<file path="src/rtl/ofmap_requant_pack.sv">
// Ofmap output stage: bias add, rounding shift, ReLU, int8 saturation, 4-to-1 byte packing.
// FIFO reads are credit-gated against the output buffer so backpressure never drops a pixel.
//
// state | meaning
// IDLE  | waiting for en, FIFO data and a non-zero frame length
// RUN   | issuing FIFO reads until the frame's pixel count is reached
// DRAIN | all reads issued; waiting for the last word handshake
module ofmap_requant_pack #(
   parameter int IN_WIDTH   = 32,
   parameter int OUT_WIDTH  = 8,
   parameter int PACK       = 4,
   parameter int OBUF_DEPTH = 4
) (
   input  logic                        clk,
   input  logic                        rst,
   input  logic                        en,
   input  logic                        clear,
   input  logic [31:0]                 bias_i,
   input  logic [4:0]                  shift_i,
   input  logic                        relu_en_i,
   input  logic [15:0]                 frame_len_i,
   output logic                        ofmap_fifo_rd_en_o,
   input  logic                        ofmap_fifo_data_valid_i,
   input  logic [IN_WIDTH-1:0]         ofmap_fifo_data_i,
   output logic [PACK*OUT_WIDTH-1:0]   m_data_o,
   output logic                        m_valid_o,
   input  logic                        m_ready_i,
   output logic                        m_last_o,
   output logic                        frame_done_o,
   output logic                        busy_o
);
   localparam int SW     = IN_WIDTH + 1;
   localparam int RW     = IN_WIDTH + 2;
   localparam int WW     = PACK * OUT_WIDTH;
   localparam int IDXW   = $clog2(PACK);
   localparam int CREDIT = PACK * OBUF_DEPTH;
   localparam int OCCW   = $clog2(CREDIT + 1);
   localparam int PW     = $clog2(OBUF_DEPTH);
   localparam int CW     = $clog2(OBUF_DEPTH + 1);
   localparam logic signed [RW-1:0] QMAX = RW'(2**(OUT_WIDTH-1) - 1);
   localparam logic signed [RW-1:0] QMIN = -QMAX - 1;

   typedef enum logic [1:0] {IDLE, RUN, DRAIN} state_t;

   state_t                 state_q, state_d;
   logic [15:0]            len_q, len_d;
   logic [15:0]            rd_cnt_q, rd_cnt_d;
   logic [OCCW-1:0]        occ_q, occ_d;
   logic                   rd_v_q, rd_last_q;
   logic                   s1_v_q, s1_last_q;
   logic signed [SW-1:0]   sum_q, sum_d;
   logic                   s2_v_q, s2_last_q;
   logic [OUT_WIDTH-1:0]   res_q, res_d;
   logic [WW-1:0]          pack_q;
   logic [IDXW-1:0]        idx_q;
   logic [WW-1:0]          mem_q [OBUF_DEPTH];
   logic [OBUF_DEPTH-1:0]  mlast_q;
   logic [PW-1:0]          wr_ptr_q, rd_ptr_q;
   logic [CW-1:0]          cnt_q, cnt_d;

   logic                   rd_en, rd_last, hs, push;
   logic [OCCW-1:0]        dec, last_rem;
   logic signed [RW-1:0]   sum_x, rnd, r_pre, r_sh, r_cl;
   logic [WW-1:0]          byte_w, word_w;

   assign hs           = m_valid_o & m_ready_i;
   assign m_valid_o    = (cnt_q != '0);
   assign m_data_o     = m_valid_o ? mem_q[rd_ptr_q] : '0;
   assign m_last_o     = m_valid_o & mlast_q[rd_ptr_q];
   assign frame_done_o = hs & m_last_o;
   assign busy_o       = (state_q != IDLE);
   assign ofmap_fifo_rd_en_o = rd_en;

   always_comb begin
      state_d  = state_q;
      len_d    = len_q;
      rd_cnt_d = rd_cnt_q;
      rd_en    = 1'b0;
      case (state_q)
         IDLE: begin
            if (en && ofmap_fifo_data_valid_i && (frame_len_i != 16'd0)) begin
               state_d  = RUN;
               len_d    = frame_len_i;
               rd_cnt_d = 16'd0;
            end
         end
         RUN: begin
            rd_en = en & ofmap_fifo_data_valid_i & (occ_q < OCCW'(CREDIT)) & (rd_cnt_q < len_q);
            if (rd_en) rd_cnt_d = rd_cnt_q + 16'd1;
            if (rd_cnt_d == len_q) state_d = DRAIN;
         end
         DRAIN: begin
            if (hs && m_last_o) state_d = IDLE;
         end
         default: state_d = IDLE;
      endcase
      if (clear) begin
         state_d  = IDLE;
         rd_cnt_d = 16'd0;
         rd_en    = 1'b0;
      end
   end

   assign rd_last = rd_en & (rd_cnt_q == len_q - 16'd1);

   // A short final word only returns the credits of the pixels it carries.
   assign last_rem = OCCW'(len_q[IDXW-1:0]);
   assign dec   = !hs ? '0 : ((m_last_o && last_rem != '0) ? last_rem : OCCW'(PACK));
   assign occ_d = occ_q + {{(OCCW-1){1'b0}}, rd_en} - dec;

   assign sum_d = {{(SW-IN_WIDTH){ofmap_fifo_data_i[IN_WIDTH-1]}}, ofmap_fifo_data_i}
                + {{(SW-32){bias_i[31]}}, bias_i};

   always_comb begin
      sum_x = {sum_q[SW-1], sum_q};
      rnd   = (shift_i == 5'd0) ? '0 : (RW'(1) << (shift_i - 5'd1));
      r_pre = sum_x + rnd;
      r_sh  = r_pre >>> shift_i;
      r_cl  = (relu_en_i && r_sh[RW-1]) ? '0 : r_sh;
      if (r_cl > QMAX)      res_d = QMAX[OUT_WIDTH-1:0];
      else if (r_cl < QMIN) res_d = QMIN[OUT_WIDTH-1:0];
      else                  res_d = r_cl[OUT_WIDTH-1:0];
   end

   assign byte_w = WW'(res_q) << (idx_q * OUT_WIDTH);
   assign word_w = pack_q | byte_w;
   assign push   = s2_v_q & ((idx_q == IDXW'(PACK - 1)) | s2_last_q);

   always_comb begin
      cnt_d = cnt_q;
      case ({push, hs})
         2'b10:   cnt_d = cnt_q + CW'(1);
         2'b01:   cnt_d = cnt_q - CW'(1);
         default: cnt_d = cnt_q;
      endcase
   end

   always_ff @(posedge clk or posedge rst) begin
      if (rst) begin
         state_q   <= IDLE;
         len_q     <= '0;
         rd_cnt_q  <= '0;
         occ_q     <= '0;
         rd_v_q    <= 1'b0;
         rd_last_q <= 1'b0;
         s1_v_q    <= 1'b0;
         s1_last_q <= 1'b0;
         sum_q     <= '0;
         s2_v_q    <= 1'b0;
         s2_last_q <= 1'b0;
         res_q     <= '0;
         pack_q    <= '0;
         idx_q     <= '0;
         mlast_q   <= '0;
         wr_ptr_q  <= '0;
         rd_ptr_q  <= '0;
         cnt_q     <= '0;
      end else if (clear) begin
         state_q   <= IDLE;
         rd_cnt_q  <= '0;
         occ_q     <= '0;
         rd_v_q    <= 1'b0;
         rd_last_q <= 1'b0;
         s1_v_q    <= 1'b0;
         s1_last_q <= 1'b0;
         s2_v_q    <= 1'b0;
         s2_last_q <= 1'b0;
         pack_q    <= '0;
         idx_q     <= '0;
         mlast_q   <= '0;
         wr_ptr_q  <= '0;
         rd_ptr_q  <= '0;
         cnt_q     <= '0;
      end else begin
         state_q   <= state_d;
         len_q     <= len_d;
         rd_cnt_q  <= rd_cnt_d;
         occ_q     <= occ_d;
         rd_v_q    <= rd_en;
         rd_last_q <= rd_last;
         s1_v_q    <= rd_v_q;
         s1_last_q <= rd_last_q;
         if (rd_v_q) sum_q <= sum_d;
         s2_v_q    <= s1_v_q;
         s2_last_q <= s1_last_q;
         if (s1_v_q) res_q <= res_d;
         if (s2_v_q) begin
            pack_q <= push ? '0 : word_w;
            idx_q  <= push ? '0 : idx_q + IDXW'(1);
         end
         if (push) begin
            mlast_q[wr_ptr_q] <= s2_last_q;
            wr_ptr_q          <= wr_ptr_q + PW'(1);
         end
         if (hs) rd_ptr_q <= rd_ptr_q + PW'(1);
         cnt_q <= cnt_d;
      end
   end

   always_ff @(posedge clk) begin
      if (push) mem_q[wr_ptr_q] <= word_w;
   end
endmodule

</file>
<file path="config.mk">
export PLATFORM = sky130hd
export DESIGN_NAME = ofmap_requant_pack
export DESIGN_NICKNAME = d
export VERILOG_FILES = /design/src/rtl/ofmap_requant_pack.sv
export SDC_FILE = /design/constraint.sdc
export NUM_CORES = 1
export LEC_CHECK = 0
export CORE_MARGIN = 4
export CORE_UTILIZATION = 55
export CTS_BUF_LIST = sky130_fd_sc_hd__clkbuf_8
export CTS_CLUSTER_SIZE = 14
export DETAILED_ROUTE_END_ITERATION = 16
export PLACE_DENSITY_LB_ADDON = 0.08
export SYNTH_ARGS = -nofsm -noshare
export SYNTH_HDL_FRONTEND = slang
export SYNTH_SLANG_ARGS = --single-unit
</file>
<file path="constraint.sdc">
create_clock -name clk -period 5.3 [get_ports clk]
set_clock_uncertainty 0.05 [all_clocks]
set_input_delay 1.06 -clock clk [delete_from_list [all_inputs] [get_ports clk]]
set_output_delay 1.06 -clock clk [all_outputs]
set_load 0.1 [all_outputs]
</file>
==> results of run 1 <==
-- per-stage QoR --
stage | cell area, sq um | hold slack [ps] | std cells
floorplan | 17970 | 388.5 | 1813
global placement | 21050 | 394.0 | 2479
detailed placement | 21050 | 403.6 | 2479
CTS | 22280 | 418.5 | 2574
global route | 22730 | 468.1 | 2584
finish | 22730 | 419.6 | 2584
-- worst max-delay path by stage --
stage,end,slack (ps),cells past startpoint
after detailed placement,res_q[6],-1280,23
after global placement,res_q[1],-1250,23
after CTS,res_q[6],2,22
after global routing,res_q[2],-50,23
after floorplan,res_q[1],-350,23
final,res_q[2],130,22
-- registers in the layout, summed over array words and instances, names as in the netlist --
| register | flops |
|---|---|
| cnt_q | 3 |
| idx_q | 2 |
| len_q | 16 |
| mem_q | 128 |
| mlast_q | 4 |
| occ_q | 5 |
| pack_q | 32 |
| rd_cnt_q | 16 |
| rd_last_q | 1 |
| rd_ptr_q | 2 |
| rd_v_q | 1 |
| res_q | 8 |
| s1_last_q | 1 |
| s1_v_q | 1 |
| s2_last_q | 1 |
| s2_v_q | 1 |
| state_q | 2 |
| sum_q | 33 |
| wr_ptr_q | 2 |
-- area by class of cell --
cell class                      count  area share (%)
Clock inverter                     28          0.7815
Sequential cell                   259           31.33
Inverter                           56          0.9852
Tap cell                          402           2.213
Multi-Input combinational cell   1402           47.20
Clock buffer                       52           3.148
Timing Repair Buffer              385           14.34
-- Yosys cell counts (22+ instances only) --
cell type  count  share of area [%]
nor2_1       180                3.8
nand2_1      151                3.2
dfrtp_1      131                 18
edfxtp_1     128                 22
o21ai_0       98                2.8
a21oi_1       95                2.7
ha_1          94                6.6
clkbuf_1      76                1.6
a21o_1        61                2.6
and2_1        55                1.9
inv_1         55                1.2
xnor2_1       49                2.4
xor2_1        47                2.3
mux4_2        46                5.8
nand3_1       41                1.2
a211oi_1      35                1.5
nor3b_1       35                1.5
nor3_1        31               0.87
mux2i_1       27                1.5
mux2_2        25                1.6
nor4_1        23               0.81
o22ai_1       22               0.77
-- power groups by stage --
stage / logic (uW) / registers, uW / clock network (uW)
final: 1920 / 2300 / 1810
after global routing: 2100 / 2320 / 1960
after CTS: 1810 / 2300 / 1860
after detailed placement: 1750 / 2340 / 0
after global placement: 1730 / 2330 / 0
after floorplan: 1100 / 2290 / 0
-- per-layer routing --
metal  GRT usage [%]  wire [um]  vias to the layer above
li1                -          -                     7442
met1           35.31      20870                     7386
met2           46.18      23760                      423
met3           3.649       2226                       95
met4           7.679       1382                        0
met5               0          0                        -
-- kinds of logic after synthesis --
kind of cell / count (synthesis) / share of synthesized area, %
AND/OR/NAND/NOR: 641 / 17.95
AO/OA/AOI/OAI: 467 / 17.82
flip-flops: 259 / 40.10
buffers and inverters: 152 / 3.283
multiplexers: 99 / 9.024
adder cells (fa/ha/maj): 98 / 7.073
XOR/XNOR: 96 / 4.734
other: 1 / 0.02111
-- repair_timing --
item / 4_1_cts / 5_1_grt
endpoints found under the setup margin: 7 / 7
buffers inserted: 15 / 10
resized for setup: 66 / 91
pin swaps: 26 / 43
==> impl_metrics.py, run 1 <==
metrics = {
    "status": {
        "status": "completed",
    },
    "sta": {
        "finalCritPeriodShare_pct": 97.53,
        "setup_tns_ps": 0,
        "maxSlewViolCount": 0,
        "hold_viol_final": 0,
        "period_minus_slack_ps": 5169,
        "setup_viol": 0,
        "fmax_ghz": 0.1935,
        "tightest_slew_ps": 991.6,
        "worst_slack_ps": 131.0,
        "relSlewSlack_pct": 33.69,
    },
    "clock_tree": {
        "clkTransAtPathRegs_ps": 60,
        "cts_hold_buf": 0,
        "root_buffer": "clkbuf_8",
        "cts.sinks": 259,
        "cts_tree": "yes",
        "cts_buffers": 43,
        "clk_path_buf_depth": 3,
        "clk_latency_ps": 580,
        "h-tree-depth": 2,
    },
    "detailed_routing": {
        "antenna_left": 0,
        "dr.pass1.iters": 6,
        "wire_per_inst_um": 18.67,
        "wl_mm": 48.24,
        "drt_iter0_markers": 985,
        "route.detailed.drc": 0,
        "viasPerCell": 5.939,
        "vias": 15350,
    },
    "worst_setup_path": {
        "crit_type": "primary input to flop",
        "max_stage_delay_ps": 490,
        "cp_cell_sequence": "buf_2 -> inv_2 -> buf_4 -> nand2_8 -> nor2_1 -> ha_1 -> nand3_4 -> nor3b_4 -> o21ai_2 -> a2111oi_4 -> buf_4 -> o21ai_2 -> o211a_4 -> or3_4 -> a32oi_4 -> a311oi_2 -> a31o_2 -> mux4_2 -> nor2_4 -> nand4b_1 -> o31a_1 -> o22ai_1",
        "rrSetupSlack_ps": 550,
        "required_ps": 5740,
        "cpLargestDelayFamily": "compound AO/OA/AOI/OAI gates",
        "crit_path_start": "shift_i[1]",
        "crit_arrival_ps": 5610,
        "cp_num_buf_inv": 4,
        "end_kind": "flop",
        "cp_max_fo": 7,
        "critPathSlowestCell": "mux4_2",
        "worstRegToRegCells": 17,
        "worst_r2r_endpoint": "state_q[1]",
        "timing.rr.start": "len_q[1]",
        "critPathLaunchType": "primary input",
    },
    "min_path": {
        "hp-start": "rd_last_q",
        "hold_depth": 1,
        "hold_end": "s1_last_q",
        "min_path_type": "flop to flop",
    },
    "cells_and_area": {
        "fill_cells": 2392,
        "drive_gt1_share_pct": 24.47,
        "fin_nets": 2337,
        "num_antenna_cells": 0,
        "multi_input_area_sq_um": 10730,
        "mostFrequentLayoutCells": "buf_4 (248), nor2_1 (172), nand2_1 (140)",
        "seq_area_sq_um": 7123,
        "layout_commonest_cell": "buf_4",
        "syn2layout_area_growth_pct": 28.00,
        "fin_util_pct": 71.67,
    },
    "grt": {
        "grt_max_degree": 62,
        "grt_pass1_wl_mm": 78.23,
        "track_usage_pct": 26.68,
        "grt_overflow_total": 0,
        "grt_pass1_vias": 15230,
        "antenna_found_initial": 0,
    },
    "pwr": {
        "p_switching_uw": 1937,
        "p_per_area_nw_per_um2": 265.4,
        "p_seq_share_pct": 38.2,
        "total_power_uw": 6034,
        "switching_share_pct": 32.10,
        "p_clk_share_pct": 30.0,
        "power_frac_comb_pct": 31.8,
        "leakage_uw": 0.009580,
        "peakVddDrop_v": 0.0002022,
        "p_int_uw": 4097,
    },
    "run": {
        "drv_cap": 0,
    },
    "floorplan": {
        "coreArea_sq_um": 31720,
        "rows": 65,
        "die-height_um": 187.7,
        "ioPinCount": 129,
        "die_area_sq_um": 35230,
        "die_w_um": 187.7,
        "initial_utilization_pct": 56.00,
    },
    "logic_synthesis": {
        "yosysSeqAreaShare_pct": 40.10,
        "synth_edf_count": 128,
        "yosysUniqueCellTypes": 86,
        "ys_ff_latch": 259,
        "avgSynthCellArea_sq_um": 9.796,
        "synth-async-reset-ratio_pct": 50.58,
        "syn_area_sq_um": 17760,
        "synth_ff_type": "dfrtp_1",
        "synth_cells": 1813,
        "yosysWarnings": 0,
        "synth_fp_nets": 2003,
    },
    "placement": {
        "dpl.hpwl_mm": 35.49,
        "gp_congestion": 0.9295,
        "dp_slack_ps": -1281,
        "io_buffers": 128,
    },
}
(Power assumes the default switching activity.)
==> inputs of run 2 (changes only) <==
--- a/config.mk
+++ b/config.mk
@@ -11,6 +11,7 @@
 export CTS_CLUSTER_SIZE = 14
 export DETAILED_ROUTE_END_ITERATION = 16
 export PLACE_DENSITY_LB_ADDON = 0.08
+export SKIP_LAST_GASP = 1
 export SYNTH_ARGS = -nofsm -noshare
 export SYNTH_HDL_FRONTEND = slang
 export SYNTH_SLANG_ARGS = --single-unit
==> constraint.sdc (replaced) <==
create_clock -name clk -period 5.3 [get_ports clk]
set_clock_uncertainty 0.05 [all_clocks]
set_input_delay 1.325 -clock clk [delete_from_list [all_inputs] [get_ports clk]]
set_output_delay 1.325 -clock clk [all_outputs]
set_load 0.1 [all_outputs]
==> impl_metrics.py, run 2 (synthesized netlist as in run 1, its figures left out) <==
metrics = {
    "cells_and_area": {
        "regMostFlops": "mem_q",
        "num_antenna_cells": 0,
        "fill_cells": 2407,
        "syn2layout_area_growth_pct": 28.34,
        "stdcell_count": 2590,
        "layout_commonest_cell": "buf_4",
        "largest_register_ffs": 128,
        "mostFrequentLayoutCells": "buf_4 (286), nor2_1 (168), nand2_1 (139)",
        "top_regs": "mem_q: 128 flops, sum_q: 33 flops, pack_q: 32 flops",
        "drive_gt1_share_pct": 26.60,
        "fin_nets": 2345,
    },
    "sta": {
        "relSlewSlack_pct": 31.19,
        "setup_viol": 7,
        "maxSlewViolCount": 0,
        "period_minus_slack_ps": 5393,
        "tightest_slew_ps": 1028,
        "hold_viol_final": 0,
        "fmax_ghz": 0.1854,
        "finalCritPeriodShare_pct": 101.7,
        "worst_slack_ps": -92.66,
        "rsz0062_at_grt": "yes",
    },
    "placement": {
        "dp.cells": 2487,
        "dpl.hpwl_mm": 34.95,
        "gp_congestion": 0.9435,
        "io_buffers": 128,
    },
    "pwr": {
        "total_power_uw": 5917,
        "leakage_uw": 0.009690,
        "peakVddDrop_v": 0.0001928,
        "p_per_area_nw_per_um2": 259.6,
    },
    "clock_tree": {
        "cts_buffers": 43,
        "cts_hold_buf": 0,
        "clk_latency_ps": 590,
        "h-tree-depth": 2,
        "clkTransAtPathRegs_ps": 60,
        "cts.sinks": 259,
        "root_buffer": "clkbuf_8",
        "cts_tree": "yes",
        "clk_path_buf_depth": 3,
    },
    "worst_setup_path": {
        "critPathLaunchType": "primary input",
        "timing.rr.start": "sum_q[0]",
        "end_kind": "flop",
        "crit_path_start": "shift_i[1]",
        "required_ps": 5730,
        "crit_arrival_ps": 5820,
        "worstRegToRegCells": 18,
        "cp_max_fo": 7,
        "worst_r2r_endpoint": "res_q[1]",
        "rrSetupSlack_ps": 610,
        "crit_type": "primary input to flop",
    },
    "min_path": {
        "min_path_type": "flop to flop",
        "hold_depth": 1,
        "hold_end": "s2_last_q",
        "hp-start": "s1_last_q",
    },
    "grt": {
        "grt_max_degree": 78,
        "grt_pass1_wl_mm": 78.36,
        "grt_overflow_total": 0,
        "track_usage_pct": 26.67,
        "grt_pass1_vias": 15540,
        "antenna_found_initial": 0,
    },
    "status": {
        "status": "finished, violations left",
        "violations": "negative setup slack",
    },
    "floorplan": {
        "ioPinCount": 129,
        "die-height_um": 187.7,
        "coreArea_sq_um": 31720,
        "initial_utilization_pct": 56.00,
        "die_area_sq_um": 35230,
        "die_w_um": 187.7,
        "rows": 65,
    },
    "detailed_routing": {
        "vias": 15490,
        "antenna_left": 0,
        "wire_per_inst_um": 18.63,
        "dr.pass1.iters": 7,
        "route.detailed.drc": 0,
        "drt_iter0_markers": 1101,
        "viasPerCell": 5.980,
        "wl_mm": 48.26,
    },
    "run": {
        "drv_cap": 0,
    },
}
run 2: cell types whose count changed in the layout (fill, tap and decap cells not counted), moves of 3 or more:
cell and change:
clkbuf_8 -5, nor2_1 -4, a21oi_2 +5, buf_2 -3, clkdlybuf4s50_1 -33, buf_4 +38, inv_1 +10, buf_6 +4
mux2_2 +3, mux2_4 -3, a21oi_1 -7, clkinv_2 -8, buf_8 +3
run 2: worst max-delay path by stage:
stage / endpoint / slack (ps) / cells past startpoint
after floorplan: res_q[1] / -620 / 23
after global placement: res_q[5] / -1530 / 23
after detailed placement: res_q[3] / -1580 / 23
after CTS: res_q[1] / 0.8 / 21
after global routing: res_q[6] / -310 / 23
final: res_q[1] / -90 / 21
run 2: what timing repair did:
action / CTS / global route
pin swaps: 45 / 30
gates resized for setup: 139 / 62
buffers inserted: 24 / 3
setup endpoints to repair: 7 / 10
run 2: per-layer routing:
layer  part of all wire (%)  global-route usage [%]
met5                      0                       0
met3                    4.8                   2.960
met2                     49                   46.58
met4                    2.9                   7.595
met1                     44                   35.43
run 2: final cells by class:
| type | instances | area [sq um] | area share, % |
|---|---|---|---|
| multi-input combinational | 1402 | 10830 | 47.50 |
| sequential | 259 | 7123 | 31.25 |
| timing repair buffer | 393 | 3301 | 14.48 |
| clock buffer | 47 | 646.9 | 2.838 |
| tap | 402 | 503.0 | 2.207 |
| inverter | 56 | 235.2 | 1.032 |
| clock inverter | 31 | 158.9 | 0.6971 |
run 2: worst max-delay path: stages:
cell,delay [ps]
buf_8,110
buf_6,130
nand2_4,80
buf_8,130
nor2_4,40
ha_4,280
nand3_4,110
nor3b_4,230
o21ai_2,130
a2111oi_4,490
o21ai_2,140
o211a_4,310
or3_4,380
a32oi_4,230
a311oi_2,140
a31o_2,250
mux4_2,480
nor2_2,140
nand4b_1,100
o31a_1,410
o22ai_1,160
run 2: report_power, final:
part | internal (uW) | switching (uW) | total [uW]
Sequential | 2200 | 105 | 2310
Combinational | 961 | 997 | 1960
Clock | 831 | 822 | 1650
run 2: per-stage QoR:
| step | TNS [ps] | setup slack [ps] | utilization [%] | area (sq um) | hold WS, ps |
|---|---|---|---|---|---|
| 2_1_floorplan | -4241 | -619.3 | - | 17970 | 388.5 |
| 3_3_place_gp | -12050 | -1534 | 66.25 | 21010 | 393.5 |
| 3_5_place_dp | -12510 | -1576 | 66.25 | 21010 | 399.4 |
| 4_1_cts | 0 | 0.7852 | 70.96 | 22510 | 410.8 |
| 5_1_grt | -1914 | -311.5 | 71.87 | 22790 | 431.4 |
| 6_report | -426.5 | -92.66 | 71.87 | 22790 | 406.7 |
